[config.mk]
export PLATFORM = sky130hd
export DESIGN_NAME = hit_judge_flat
export DESIGN_NICKNAME = d
export VERILOG_FILES = /design/src/rtl/hit_judge_if.sv /design/src/rtl/hit_judge.sv /design/src/flat_wrapper.sv
export SDC_FILE = /design/constraint.sdc
export NUM_CORES = 1
export LEC_CHECK = 0
export BUFFER_PORTS_ARGS = -buffer_cell sky130_fd_sc_hd__buf_2
export CORE_MARGIN = 2
export CORE_UTILIZATION = 35
export CTS_BUF_LIST = sky130_fd_sc_hd__clkbuf_2 sky130_fd_sc_hd__clkbuf_4 sky130_fd_sc_hd__clkbuf_8
export CTS_CLUSTER_SIZE = 8
export DETAILED_ROUTE_END_ITERATION = 10
export PLACE_DENSITY = 0.62
export SYNTH_ARGS = -nofsm -noshare
export SYNTH_HDL_FRONTEND = slang
export SYNTH_SLANG_ARGS = --single-unit
[constraint.sdc]
create_clock -name OriginalClk -period 2 [get_ports OriginalClk]
set_input_delay 0 -clock OriginalClk [delete_from_list [all_inputs] [get_ports OriginalClk]]
set_output_delay 0 -clock OriginalClk [all_outputs]
set_load 0.005 [all_outputs]
[src/rtl/hit_judge_if.sv]
// Judge bus: timebase strobe, note arming and key levels going in;
// judgement code, track index and sticky overflow coming out.
interface hit_judge_if #(
  parameter int TRACKS = 6
) ();
  logic              Tick;
  logic [TRACKS-1:0] NoteArm;
  logic [TRACKS-1:0] Key;
  logic [2:0]        Msg;
  logic [2:0]        MsgTrack;
  logic              Overflow;

  // Stimulus side (game sequencer / testbench)
  modport master (
    output Tick, NoteArm, Key,
    input  Msg, MsgTrack, Overflow
  );

  // Judge side
  modport slave (
    input  Tick, NoteArm, Key,
    output Msg, MsgTrack, Overflow
  );
endinterface

[src/rtl/hit_judge.sv]
// Per-track timing judge: one small FSM per track rates key presses against
// the note hit window, parks results in per-track pending slots, and a
// priority serialiser emits at most one judgement code per clock.
module hit_judge #(
  parameter int TRACKS   = 6,
  parameter int FAR_WIN  = 8,
  parameter int PURE_WIN = 3,
  parameter int CNT_W    = 5
) (
  input  logic        OriginalClk,
  input  logic        Rst_n,
  hit_judge_if.slave  bus
);

  localparam logic [CNT_W-1:0] CNT_MAX  = CNT_W'(2 * FAR_WIN);
  localparam logic [CNT_W-1:0] CNT_MID  = CNT_W'(FAR_WIN);
  localparam logic [CNT_W-1:0] CNT_PURE = CNT_W'(PURE_WIN);

  localparam logic [1:0] CODE_LOST = 2'd1;
  localparam logic [1:0] CODE_FAR  = 2'd2;
  localparam logic [1:0] CODE_PURE = 2'd3;

  typedef enum logic {S_IDLE, S_ARMED} state_t;

  logic [TRACKS-1:0] r_key_prev;
  logic [TRACKS-1:0] w_press;
  logic [TRACKS-1:0] w_res_valid;
  logic [1:0]        w_res_code [TRACKS];

  logic [TRACKS-1:0] r_slot_full;
  logic [1:0]        r_slot_code [TRACKS];
  logic [TRACKS-1:0] w_drain;
  logic              w_sel_valid;
  logic [2:0]        w_sel_idx;
  logic [1:0]        w_sel_code;
  logic              w_overwrite;

  logic [2:0]        r_msg;
  logic [2:0]        r_msg_track;
  logic              r_overflow;

  assign w_press = bus.Key & ~r_key_prev;

  // Key history for rising-edge detection
  always_ff @(posedge OriginalClk) begin
    if (!Rst_n) r_key_prev <= '0;
    else        r_key_prev <= bus.Key;
  end

  genvar gi;
  generate
    for (gi = 0; gi < TRACKS; gi++) begin : g_track
      state_t           r_state, w_state_next;
      logic [CNT_W-1:0] r_cnt, w_cnt_next;
      logic [CNT_W-1:0] w_dist;
      logic             w_vld;
      logic [1:0]       w_code;

      assign w_dist = (r_cnt >= CNT_MID) ? (r_cnt - CNT_MID) : (CNT_MID - r_cnt);

      // Next-state, window counter and judgement for this track
      always_comb begin
        w_state_next = r_state;
        w_cnt_next   = r_cnt;
        w_vld        = 1'b0;
        w_code       = 2'd0;
        case (r_state)
          S_IDLE: begin
            if (bus.NoteArm[gi]) begin
              w_state_next = S_ARMED;
              w_cnt_next   = '0;
            end
          end
          S_ARMED: begin
            if (w_press[gi]) begin
              // Press beats expiry and judges the current note even if a
              // new note arrives on the same clock.
              w_vld  = 1'b1;
              w_code = (w_dist <= CNT_PURE) ? CODE_PURE : CODE_FAR;
              if (bus.NoteArm[gi]) w_cnt_next = '0;
              else                 w_state_next = S_IDLE;
            end else if (bus.NoteArm[gi]) begin
              // A new note displaces the unanswered one.
              w_vld      = 1'b1;
              w_code     = CODE_LOST;
              w_cnt_next = '0;
            end else if (r_cnt == CNT_MAX) begin
              w_vld        = 1'b1;
              w_code       = CODE_LOST;
              w_state_next = S_IDLE;
            end else if (bus.Tick) begin
              // Never exceeds CNT_MAX: the branch above ends the note there.
              w_cnt_next = r_cnt + 1'b1;
            end
          end
          default: w_state_next = S_IDLE;
        endcase
      end

      // Track state register
      always_ff @(posedge OriginalClk) begin
        if (!Rst_n) begin
          r_state <= S_IDLE;
          r_cnt   <= '0;
        end else begin
          r_state <= w_state_next;
          r_cnt   <= w_cnt_next;
        end
      end

      assign w_res_valid[gi] = w_vld;
      assign w_res_code[gi]  = w_code;

      // Pending slot: a new result always lands, even over a draining value
      always_ff @(posedge OriginalClk) begin
        if (!Rst_n) begin
          r_slot_full[gi] <= 1'b0;
          r_slot_code[gi] <= 2'd0;
        end else if (w_res_valid[gi]) begin
          r_slot_full[gi] <= 1'b1;
          r_slot_code[gi] <= w_res_code[gi];
        end else if (w_drain[gi]) begin
          r_slot_full[gi] <= 1'b0;
        end
      end
    end
  endgenerate

  // Pick the lowest-index full slot for output this clock
  always_comb begin
    w_sel_valid = 1'b0;
    w_sel_idx   = 3'd0;
    w_sel_code  = 2'd0;
    w_drain     = '0;
    for (int i = TRACKS - 1; i >= 0; i--) begin
      if (r_slot_full[i]) begin
        w_sel_valid = 1'b1;
        w_sel_idx   = 3'(i);
        w_sel_code  = r_slot_code[i];
      end
    end
    if (w_sel_valid) w_drain[w_sel_idx] = 1'b1;
  end

  // A result only counts as lost if its slot holds a value not leaving now
  assign w_overwrite = |(w_res_valid & r_slot_full & ~w_drain);

  // Registered judgement output and sticky overflow flag
  always_ff @(posedge OriginalClk) begin
    if (!Rst_n) begin
      r_msg       <= 3'd0;
      r_msg_track <= 3'd0;
      r_overflow  <= 1'b0;
    end else begin
      r_msg       <= w_sel_valid ? {1'b0, w_sel_code} : 3'd0;
      r_msg_track <= w_sel_valid ? w_sel_idx : 3'd0;
      r_overflow  <= r_overflow | w_overwrite;
    end
  end

  assign bus.Msg      = r_msg;
  assign bus.MsgTrack = r_msg_track;
  assign bus.Overflow = r_overflow;

endmodule

[src/flat_wrapper.sv]
// flat-port wrapper written by rule: the top's interface ports become plain ports
module hit_judge_flat 
#(
  parameter int TRACKS   = 6,
  parameter int FAR_WIN  = 8,
  parameter int PURE_WIN = 3,
  parameter int CNT_W    = 5
)
  (OriginalClk, Rst_n, bus_Tick, bus_NoteArm, bus_Key, bus_Msg, bus_MsgTrack, bus_Overflow);
  hit_judge_if #(.TRACKS(TRACKS)) bus_i ();
  input  logic OriginalClk;
  input  logic Rst_n;
  input wire logic [$bits(bus_i.Tick)-1:0] bus_Tick;
  input wire logic [$bits(bus_i.NoteArm)-1:0] bus_NoteArm;
  input wire logic [$bits(bus_i.Key)-1:0] bus_Key;
  output wire logic [$bits(bus_i.Msg)-1:0] bus_Msg;
  output wire logic [$bits(bus_i.MsgTrack)-1:0] bus_MsgTrack;
  output wire logic [$bits(bus_i.Overflow)-1:0] bus_Overflow;
  assign bus_i.Tick = bus_Tick;
  assign bus_i.NoteArm = bus_NoteArm;
  assign bus_i.Key = bus_Key;
  assign bus_Msg = bus_i.Msg;
  assign bus_MsgTrack = bus_i.MsgTrack;
  assign bus_Overflow = bus_i.Overflow;
  hit_judge #(.TRACKS(TRACKS), .FAR_WIN(FAR_WIN), .PURE_WIN(PURE_WIN), .CNT_W(CNT_W)) u_core (.OriginalClk(OriginalClk), .Rst_n(Rst_n), .bus(bus_i));
endmodule
==> results of run 1 <==
-- registers in the layout, indices dropped and copies added, names as in the netlist --
name / cells
u_core.bus.Msg: 2
u_core.bus.MsgTrack: 3
u_core.bus.Overflow: 1
u_core.g_track.r_cnt: 30
u_core.g_track.r_state: 6
u_core.r_key_prev: 6
u_core.r_slot_code: 12
u_core.r_slot_full: 6
-- final cells by class --
cell class,count,area share
Inverter,44,0.0400
Clock inverter,2,0.00273
Sequential cell,66,0.350
Clock buffer,14,0.0422
Tap cell,133,0.0404
Timing Repair Buffer,34,0.0570
Multi-Input combinational cell,287,0.468
-- worst max-delay path: cells and delay by family (launching register included) --
kind                       cells  cell delay [ns]
and+or+nand+nor                2             0.68
DFF                            1             0.38
adders and majority gates      1             0.26
buffers and inverters          1             0.09
AOI/OAI and AO/OA              2             0.26
-- kinds of logic after synthesis --
logic type,Yosys count
other cells,1
fa+ha+maj,18
xor+xnor,6
flops,66
compound gates,112
simple gates,150
buf+inv,53
-- cell usage after synthesis (2+ instances only) --
library cell,number
a211oi_1,4
a21oi_1,27
a21oi_2,5
a221o_1,2
a22oi_1,2
a311o_1,2
a311oi_1,4
a31o_2,2
a31oi_1,7
and2_1,7
buf_2,2
buf_4,2
clkbuf_1,5
dfxtp_1,54
edfxtp_1,12
ha_1,18
inv_1,44
nand2_1,32
nand2b_1,14
nand3_1,22
nand4_1,7
nand4bb_2,3
nand4bb_4,3
nor2_1,20
nor2b_1,3
nor3_1,14
nor3b_1,4
o2111a_1,4
o211a_1,2
o21ai_0,22
o21ai_1,3
o31ai_1,21
or2_2,2
or4_1,17
xnor2_1,6
-- through the flow --
stage	instance area, um2	worst slack, ns	utilization	instances
2_1_floorplan	3580	0.437	-	406
3_3_place_gp	3820	0.330	0.387	552
3_5_place_dp	3820	0.299	0.387	552
4_1_cts	4120	0.282	0.418	580
5_1_grt	4120	0.147	0.418	580
6_report	4120	0.274	0.418	580
-- metal layers --
metal / vias up / global-route usage / share of wire
met4: 0 / 0.0657 / 0.012
met1: 1413 / 0.172 / 0.49
li1: 1556 / - / -
met2: 47 / 0.218 / 0.47
met5: - / 0 / 0
met3: 7 / 0.0231 / 0.029
-- power breakdown --
part	switching (mW)	total, mW	internal [mW]
sequential	0.0368	1.44	1.41
combinational	0.164	0.280	0.116
clock	0.486	1.05	0.559
-- final timing paths --
| kind | endpoint | startpoint | cells past startpoint |
|---|---|---|---|
| max | u_core.g_track[5].r_cnt[3] | u_core.g_track[5].r_cnt[0] | 6 |
| min reg2reg | u_core.g_track[4].r_state | u_core.g_track[4].r_state | 2 |
| max reg2reg | u_core.g_track[5].r_cnt[3] | u_core.g_track[5].r_cnt[0] | 6 |
| min | u_core.g_track[0].r_state | Rst_n | 3 |
-- what timing repair did --
item,4_1_cts,5_1_grt
resized for setup,0,0
hold buffers,12,0
hold endpoints to repair,15,0
==> reports/qor.yml, run 1 <==
drt-initial-drc-count: 118
worst_setup_hold_path_clk_slew_ns: 0.07
fmaxAchievable_ghz: 0.579
timing.critical_path.slowest_cell_delay_ns: 0.52
outcome: "completed"
post_synth_fa_ha_maj_area_fraction: 0.0629
async_flop_share: 0
wl_per_cell_um: 12.5
place.detailed.hpwl_um: 5240
synthDominantAreaCellType: "dfxtp_1"
cells_along_the_critical_path: "inv_1 > ha_1 > nand4bb_2 > a21oi_2 > or4_1 > a21oi_1"
clockRootBuffer: "clkbuf_8"
tightestPinTransition_ns: 0.501
synth_cells: 406
finalPower_mw: 2.77
wire_length_of_the_first_global_routing_pass_um: 12300
most_used_dff_post_synth: "dfxtp_1"
postSynthNetCount: 439
clkSinkCount: 66
postCtsSetupBuffers: 0
floorplan.rows: 36
synth.lib_cells_used.distinct: 43
period_minus_slack_ns: 1.73
grt_pass1_vias: 2801
yosys_warnings: 0
clock_tree_from_tritoncts: "built"
synth.cell_area_mm2: 0.00358
clock_skew_ns: 0.0110
worst-setup-path-type: "flip-flop to flip-flop"
timing.critical_path.slowest_stage_cell: "or4_1"
num_vias: 3023
nets: 475
timing.critical_path.required_ns: 2.26
area_growth_syn_to_layout_pct: 15.2
max-clock-path-buffers: 2
htree_levels: 3
power-per-cell-area_mw_per_mm2: 671
global_route.overflow_total: 0
worst-path-max-fanout: 7
netlist.area_leader.share: 0.302
timing.setup.tns_ns: 0
seqCellArea_mm2: 0.00144
critPathLaunchType: "flip-flop"
reg2reg_setup_slack_ns: 0.27
effective_utilization_at_floorplan: 0.363
critical_path.endpoint_type: "flip-flop"
antenna_found_initial: 0
ir_drop_mv: 0.239
slew_violations: 0
mostFrequentLayoutCells: "54 x dfxtp_1, 44 x inv_1, 32 x nand2_1"
postRouteAntennaNets: 0
synth_compound_gate_area_share: 0.212
max_cap_violations: 0
post_synth_main_area_contributors: "dfxtp_1 30%, edfxtp_1 10%, ha_1 6.3%, inv_1 4.6%, o31ai_1 4.4%"
setup_repair_after_global_routing_missed_its_margin: "false"
number_of_enable_type_register_cells_in_the_synthesized_netlist: 12
xor_xnor_fraction_of_synth_area: 0.0147
most_frequent_standard_cell_in_the_layout_excluding_fill_and_tap_cells: "dfxtp_1"
synthesis.area_per_instance_um2: 8.82
clkLatencyLatePin_ns: 0.33
total_cts_buffers: 9
avgViaCountPerCell: 5.21
synth.mux.area_fraction: 0
synth_top_family_by_area: "simple AND/OR/NAND/NOR gates"
ratio_of_cells_with_drive_above_1_in_the_final_layout: 0.125
post_synth_and_or_nand_nor_area_fraction: 0.248
floorplan.io_pins: 22
final-hold-violation-count: 0
port-buffer-count: 20
insertedDiodeCount: 0
drt_drc_violations_left: 0
flops_latches_synth: 66
leakagePower_nw: 1.46
holdWs_ns: 0.172
final.fill_count: 959
die-area_mm2: 0.0111
die_w_um: 105
first_pass_iters: 4
synth-seq-area-share: 0.403
gp_congestion: 0.841
post-route-period-util: 0.863
area_taken_by_multi_input_logic_gates_mm2: 0.00193
cp.arrival_ns: 1.99
pin_count_of_the_biggest_net_entering_global_routing: 27
dieHeight_um: 105
max_slew_margin: 0.665
final-setup-viol-count: 0
hold_path.class: "input pin to flip-flop"
routed_wirelength_um: 7240
gr-usage-all-layers: 0.134
floorplan.core_area_mm2: 0.00986
No activity file was read; power rests on OpenSTA's default activity.
==> run 2, diff against run 1 <==
- ABC_AREA: default -> 1
- TNS_END_PERCENT: default -> 10
==> run 2 against run 1 <==
  * Clock skew fell by 0.0023 ns
  * Largest power group unchanged
  * Synthesized area down 3.2%
  * Non-clock buffer count decreased by 1
  * Global-route usage rose by 0.90 points
  * Sequential power is essentially flat
  * Die area is 3.1% lower
  * Critical endpoint is now u_core.r_slot_code[2][0]
==> reports/qor.yml, run 2 <==
critical_path_launch_point: "u_core.g_track[2].r_cnt[0]"
async_flop_share: 0
floorplan.rows: 36
synth.top_cells.by_count: "79 x nand2_1, 67 x inv_1, 54 x dfxtp_1, 45 x a21oi_1, 43 x o21ai_0"
die-area_mm2: 0.0107
placement.setup.worst_slack_ns: 0.533
dpl_cell_area_mm2: 0.00371
wl_per_cell_um: 11.0
global_route.overflow_total: 0
drt-initial-drc-count: 138
share_seq_of_total_power: 0.482
num_vias: 3106
wire_length_of_the_first_global_routing_pass_um: 12200
layout.cell_area.non_filler_mm2: 0.00405
synthDominantAreaCellType: "dfxtp_1"
most_frequent_standard_cell_in_the_layout_excluding_fill_and_tap_cells: "nand2_1"
first_pass_iters: 5
postLayoutCoreUtil: 0.418
critical_path.endpoint_type: "flip-flop"
floorplan.io_pins: 22
finalPower_mw: 3.00
dp_cells: 621
synth.lib_cells_used.distinct: 30
clkSinkCount: 66
layout_top_registers: "u_core.g_track.r_cnt: 30 flops, u_core.r_slot_code: 12 flops"
routed_wirelength_um: 7140
area_growth_syn_to_layout_pct: 16.9
post_cts_resized: 0
power.clock.fraction: 0.417
postSynthNetCount: 505
grt_pass1_vias: 2768
netlist.area_leader.share: 0.312
fmaxAchievable_ghz: 0.673
mostFrequentLayoutCells: "79 x nand2_1, 67 x inv_1, 54 x dfxtp_1"
final-hold-violation-count: 0
htree_levels: 3
net-switching-power_uw: 725
holdWs_ns: 0.0787
postRouteAntennaNets: 0
critPathLaunchType: "flip-flop"
floorplan.core_area_mm2: 0.00968
cp.arrival_ns: 1.57
effective_utilization_at_floorplan: 0.358
post_synth_main_area_contributors: "dfxtp_1 31%, edfxtp_1 10%, nand2_1 8.6%, inv_1 7.3%, a21oi_1 6.5%"
outcome: "completed"
most_used_dff_post_synth: "dfxtp_1"
dieHeight_um: 103
worst-setup-path-type: "flip-flop to flip-flop"
max-clock-path-buffers: 2
slew_violations: 0
insertedDiodeCount: 0
synthesis.area_per_instance_um2: 7.34
clkLatencyLatePin_ns: 0.34
synth_cells: 472
clockRootBuffer: "clkbuf_8"
worst_hold_startpoint: "bus_Tick"
synth.most_common_cell: "nand2_1"
period_minus_slack_ns: 1.49
drt_drc_violations_left: 0
avgViaCountPerCell: 4.79
gr-usage-all-layers: 0.143
ir_drop_mv: 0.380
final-setup-viol-count: 0
antenna_found_initial: 0
post-route-period-util: 0.743
worst_setup_hold_path_clk_slew_ns: 0.07
ratio_of_cells_with_drive_above_1_in_the_final_layout: 0.120
pin_count_of_the_biggest_net_entering_global_routing: 23
post_layout_nonfiller_instances: 649
max_flop_register: "u_core.g_track.r_cnt"
synth.cell_area_mm2: 0.00346
clock_tree_from_tritoncts: "built"
yosys_warnings: 0
leakagePower_nw: 1.66
number_of_enable_type_register_cells_in_the_synthesized_netlist: 12
largest_reg_flops: 30
die_w_um: 103
setup_repair_after_global_routing_missed_its_margin: "false"
nets: 544
power-per-cell-area_mw_per_mm2: 740
max_cap_violations: 0
gp_congestion: 0.913
flops_latches_synth: 66
worstReg2RegStart: "u_core.g_track[2].r_cnt[0]"
place.detailed.hpwl_um: 5250
timing.setup.tns_ns: 0
clock_skew_ns: 0.00868
postCtsSetupBuffers: 0
share_comb_of_total_power: 0.101
total_cts_buffers: 9
synth-seq-area-share: 0.416
port-buffer-count: 20
proportion_of_total_power_due_to_net_switching: 0.242
hold_path.class: "input pin to flip-flop"
timing.final.ws_setup_ns: 0.514
timing.critical_path.required_ns: 2.08
power.internal_mw: 2.27
worst-path-max-fanout: 4
-- run 2: timing repair --
item / 4_1_cts / 5_1_grt
hold endpoints to repair: 30 / 0
endpoints found under the setup margin: 0 / 0
hold buffers: 12 / 0
-- run 2: power by group through the flow --
| stage | Sequential [mW] | Combinational [mW] | Clock, mW |
|---|---|---|---|
| after global placement | 1.47 | 0.279 | 0 |
| after floorplan | 1.47 | 0.205 | 0 |
| final | 1.44 | 0.301 | 1.25 |
| after global routing | 1.45 | 0.349 | 1.35 |
| after CTS | 1.44 | 0.301 | 1.30 |
| after detailed placement | 1.47 | 0.282 | 0 |
-- run 2: kinds of logic (layout without fill, tap and decap cells) --
group / count (synthesis) / in the layout / synth area share
other: 1 / 1 / 0.00108
AOI/OAI and AO/OA: 105 / 105 / 0.161
DFF: 66 / 66 / 0.416
adders and majority gates: 18 / 18 / 0.0650
buffers and inverters: 80 / 124 / 0.0903
and+or+nand+nor: 202 / 202 / 0.267
-- run 2: per-layer routing --
metal / wire length [um] / track usage
met3: 303 / 0.0242
met5: 0 / 0
met4: 102 / 0.0597
met2: 3310 / 0.231
met1: 3430 / 0.190
-- run 2: cell type report --
cell class	instances	area, um2
fill	957	5640
multi-input combinational	326	1710
sequential	66	1440
inverter	75	282
timing repair buffer	33	228
tap	133	166
clock buffer	11	145
clock inverter	5	76.3
-- run 2: path summary, 6_finish.rpt --
check                                             endpoint  slack (ns)  cells past startpoint
worst max register to register    u_core.r_slot_code[2][0]        0.51                      7
worst min-delay path            u_core.g_track[2].r_cnt[0]        0.08                      3
worst max-delay path              u_core.r_slot_code[2][0]        0.51                      7
worst min register to register       u_core.r_slot_full[0]        0.51                      2
-- run 2: critical path, stage by stage, from the launching register on --
cell and delay [ns]:
dfxtp_1 0.36, inv_1 0.09, ha_1 0.24, nand3_1 0.13
nand2_1 0.07, nand2_1 0.11, nor2_1 0.06, a21boi_1 0.15
==> run 3, diff against run 2 <==
- PLACE_DENSITY: 0.62 -> 0.64
- clock period: 2 -> 1.2 ns (I/O delays scaled with it)
==> run 3 against run 2 <==
  * The run now ends with setup timing left
  * Clock power up 62%
  * Register-to-register slack worse by 0.59 ns
  * Utilization up 8.8 points
  * Non-clock buffer count up 67
  * Total power up 71%
  * Routed wire length up 20%
  * Cell count up 10%
  * Count of clock-buffer cells in the layout up 3
  * Cell area up 21%
  * Clock skew up 0.0053 ns
  * Die area unchanged
  * Combinational power up 130%
==> reports/qor.yml, run 3 (synthesis results as in run 2) <==
global_route.overflow_total: 0
floorplan.io_pins: 22
outcome: "complete, but fails checks"
max_flop_register: "u_core.g_track.r_cnt"
area_growth_syn_to_layout_pct: 41.4
effective_utilization_at_floorplan: 0.358
port-buffer-count: 20
share_comb_of_total_power: 0.133
timing.final.ws_setup_ns: -0.0740
ratio_of_cells_with_drive_above_1_in_the_final_layout: 0.391
proportion_of_total_power_due_to_net_switching: 0.254
dpl_cell_area_mm2: 0.00426
antenna_found_initial: 0
power.clock.fraction: 0.397
nets: 611
layout_top_registers: "u_core.g_track.r_cnt: 30 flops, u_core.r_slot_code: 12 flops"
first_pass_iters: 4
period_minus_slack_ns: 1.27
hold_path.class: "input pin to flip-flop"
place.detailed.hpwl_um: 6050
final.fill_count: 927
power-per-cell-area_mw_per_mm2: 1050
clock_skew_ns: 0.0140
timing.critical_path.required_ns: 1.28
worstReg2RegStart: "u_core.g_track[4].r_cnt[0]"
clkSinkCount: 66
worst-path-max-fanout: 4
die-area_mm2: 0.0107
num_vias: 3465
avgViaCountPerCell: 4.84
htree_levels: 3
ir_drop_mv: 0.660
dieHeight_um: 103
gp_congestion: 0.937
cp.arrival_ns: 1.36
slew_violations: 0
holdWs_ns: 0.0939
clock_tree_from_tritoncts: "built"
largest_reg_flops: 30
leakagePower_nw: 2.03
pin_count_of_the_biggest_net_entering_global_routing: 23
violations: "setup timing"
clkLatencyLatePin_ns: 0.34
mostFrequentLayoutCells: "67 x nand2_1, 66 x buf_4, 47 x inv_1"
power.internal_mw: 3.82
drt-initial-drc-count: 139
r2r_cells: 7
max-clock-path-buffers: 2
worst_hold_startpoint: "Rst_n"
worst-setup-path-type: "flip-flop to flip-flop"
final-setup-viol-count: 16
setup_repair_after_global_routing_missed_its_margin: "true"
share_seq_of_total_power: 0.471
wl_per_cell_um: 12.0
critPathLaunchType: "flip-flop"
critical_path_launch_point: "u_core.g_track[4].r_cnt[0]"
max_cap_violations: 0
gr-usage-all-layers: 0.163
die_w_um: 103
insertedDiodeCount: 0
wire_length_of_the_first_global_routing_pass_um: 13600
floorplan.core_area_mm2: 0.00968
timing.setup.tns_ns: -0.412
total_cts_buffers: 9
most_frequent_standard_cell_in_the_layout_excluding_fill_and_tap_cells: "nand2_1"
net-switching-power_mw: 1.30
worst_setup_hold_path_clk_slew_ns: 0.08
critical_path.endpoint_type: "flip-flop"
worst_hold_path.num_cells: 4
final-hold-violation-count: 0
drt_drc_violations_left: 0
post-route-period-util: 1.06
routed_wirelength_um: 8570
grt_pass1_vias: 3178
fmaxAchievable_ghz: 0.785
floorplan.rows: 36
clockRootBuffer: "clkbuf_8"
layout.cell_area.non_filler_mm2: 0.00490
postRouteAntennaNets: 0
run 3: metal layers:
metal | global-route usage | share of wire | vias up
met5 | 0 | 0 | -
met4 | 0.0698 | 0.019 | 0
met3 | 0.0255 | 0.025 | 14
met2 | 0.276 | 0.50 | 50
met1 | 0.204 | 0.45 | 1599
li1 | - | - | 1802
run 3: cell type report:
type,instances,area (um2),area share
inverter,75,282,0.0575
timing repair buffer,100,747,0.152
clock buffer,14,180,0.0368
sequential,66,1470,0.300
clock inverter,2,35.0,0.00715
tap,133,166,0.0340
multi-input combinational,326,2020,0.412
run 3: path summary, 6_finish.rpt:
kind	to	slack, ns
max	u_core.r_slot_code[4][0]	-0.07
min	u_core.g_track[3].r_state	0.09
max reg2reg	u_core.r_slot_code[4][0]	-0.07
min reg2reg	u_core.g_track[0].r_cnt[4]	0.50
run 3: what timing repair did:
action / CTS / global route
endpoints found under the setup margin: 47 / 58
resized for setup: 44 / 60
hold endpoints to repair: 27 / 0
buffers inserted: 2 / 2
pin swaps: 21 / 19
hold buffers: 12 / 0
run 3: power by group through the flow:
| stage | combinational (mW) | sequential [mW] | clock [mW] |
|---|---|---|---|
| finish | 0.679 | 2.41 | 2.03 |
| global route | 0.760 | 2.42 | 2.14 |
| CTS | 0.629 | 2.41 | 2.07 |
| detailed placement | 0.568 | 2.45 | 0 |
| global placement | 0.554 | 2.45 | 0 |
| floorplan | 0.349 | 2.45 | 0 |
run 3: worst max-delay path: stages, from the launching register on:
cell      delay [ns]
dfxtp_2         0.35
inv_2           0.05
ha_4            0.17
nand3_4         0.09
nand2_4         0.06
nand2_4         0.09
nor2_2          0.05
a21boi_2        0.14
run 3: metrics by stage:
step | cells | util | setup slack [ns] | power [mW]
finish | 716 | 0.506 | -0.0740 | 5.12
floorplan | 472 | - | -0.0297 | 2.80
CTS | 714 | 0.489 | -0.0566 | 5.10
detailed placement | 684 | 0.440 | -0.130 | 3.02
global placement | 684 | 0.440 | -0.0850 | 3.00
global route | 716 | 0.506 | -0.129 | 5.33
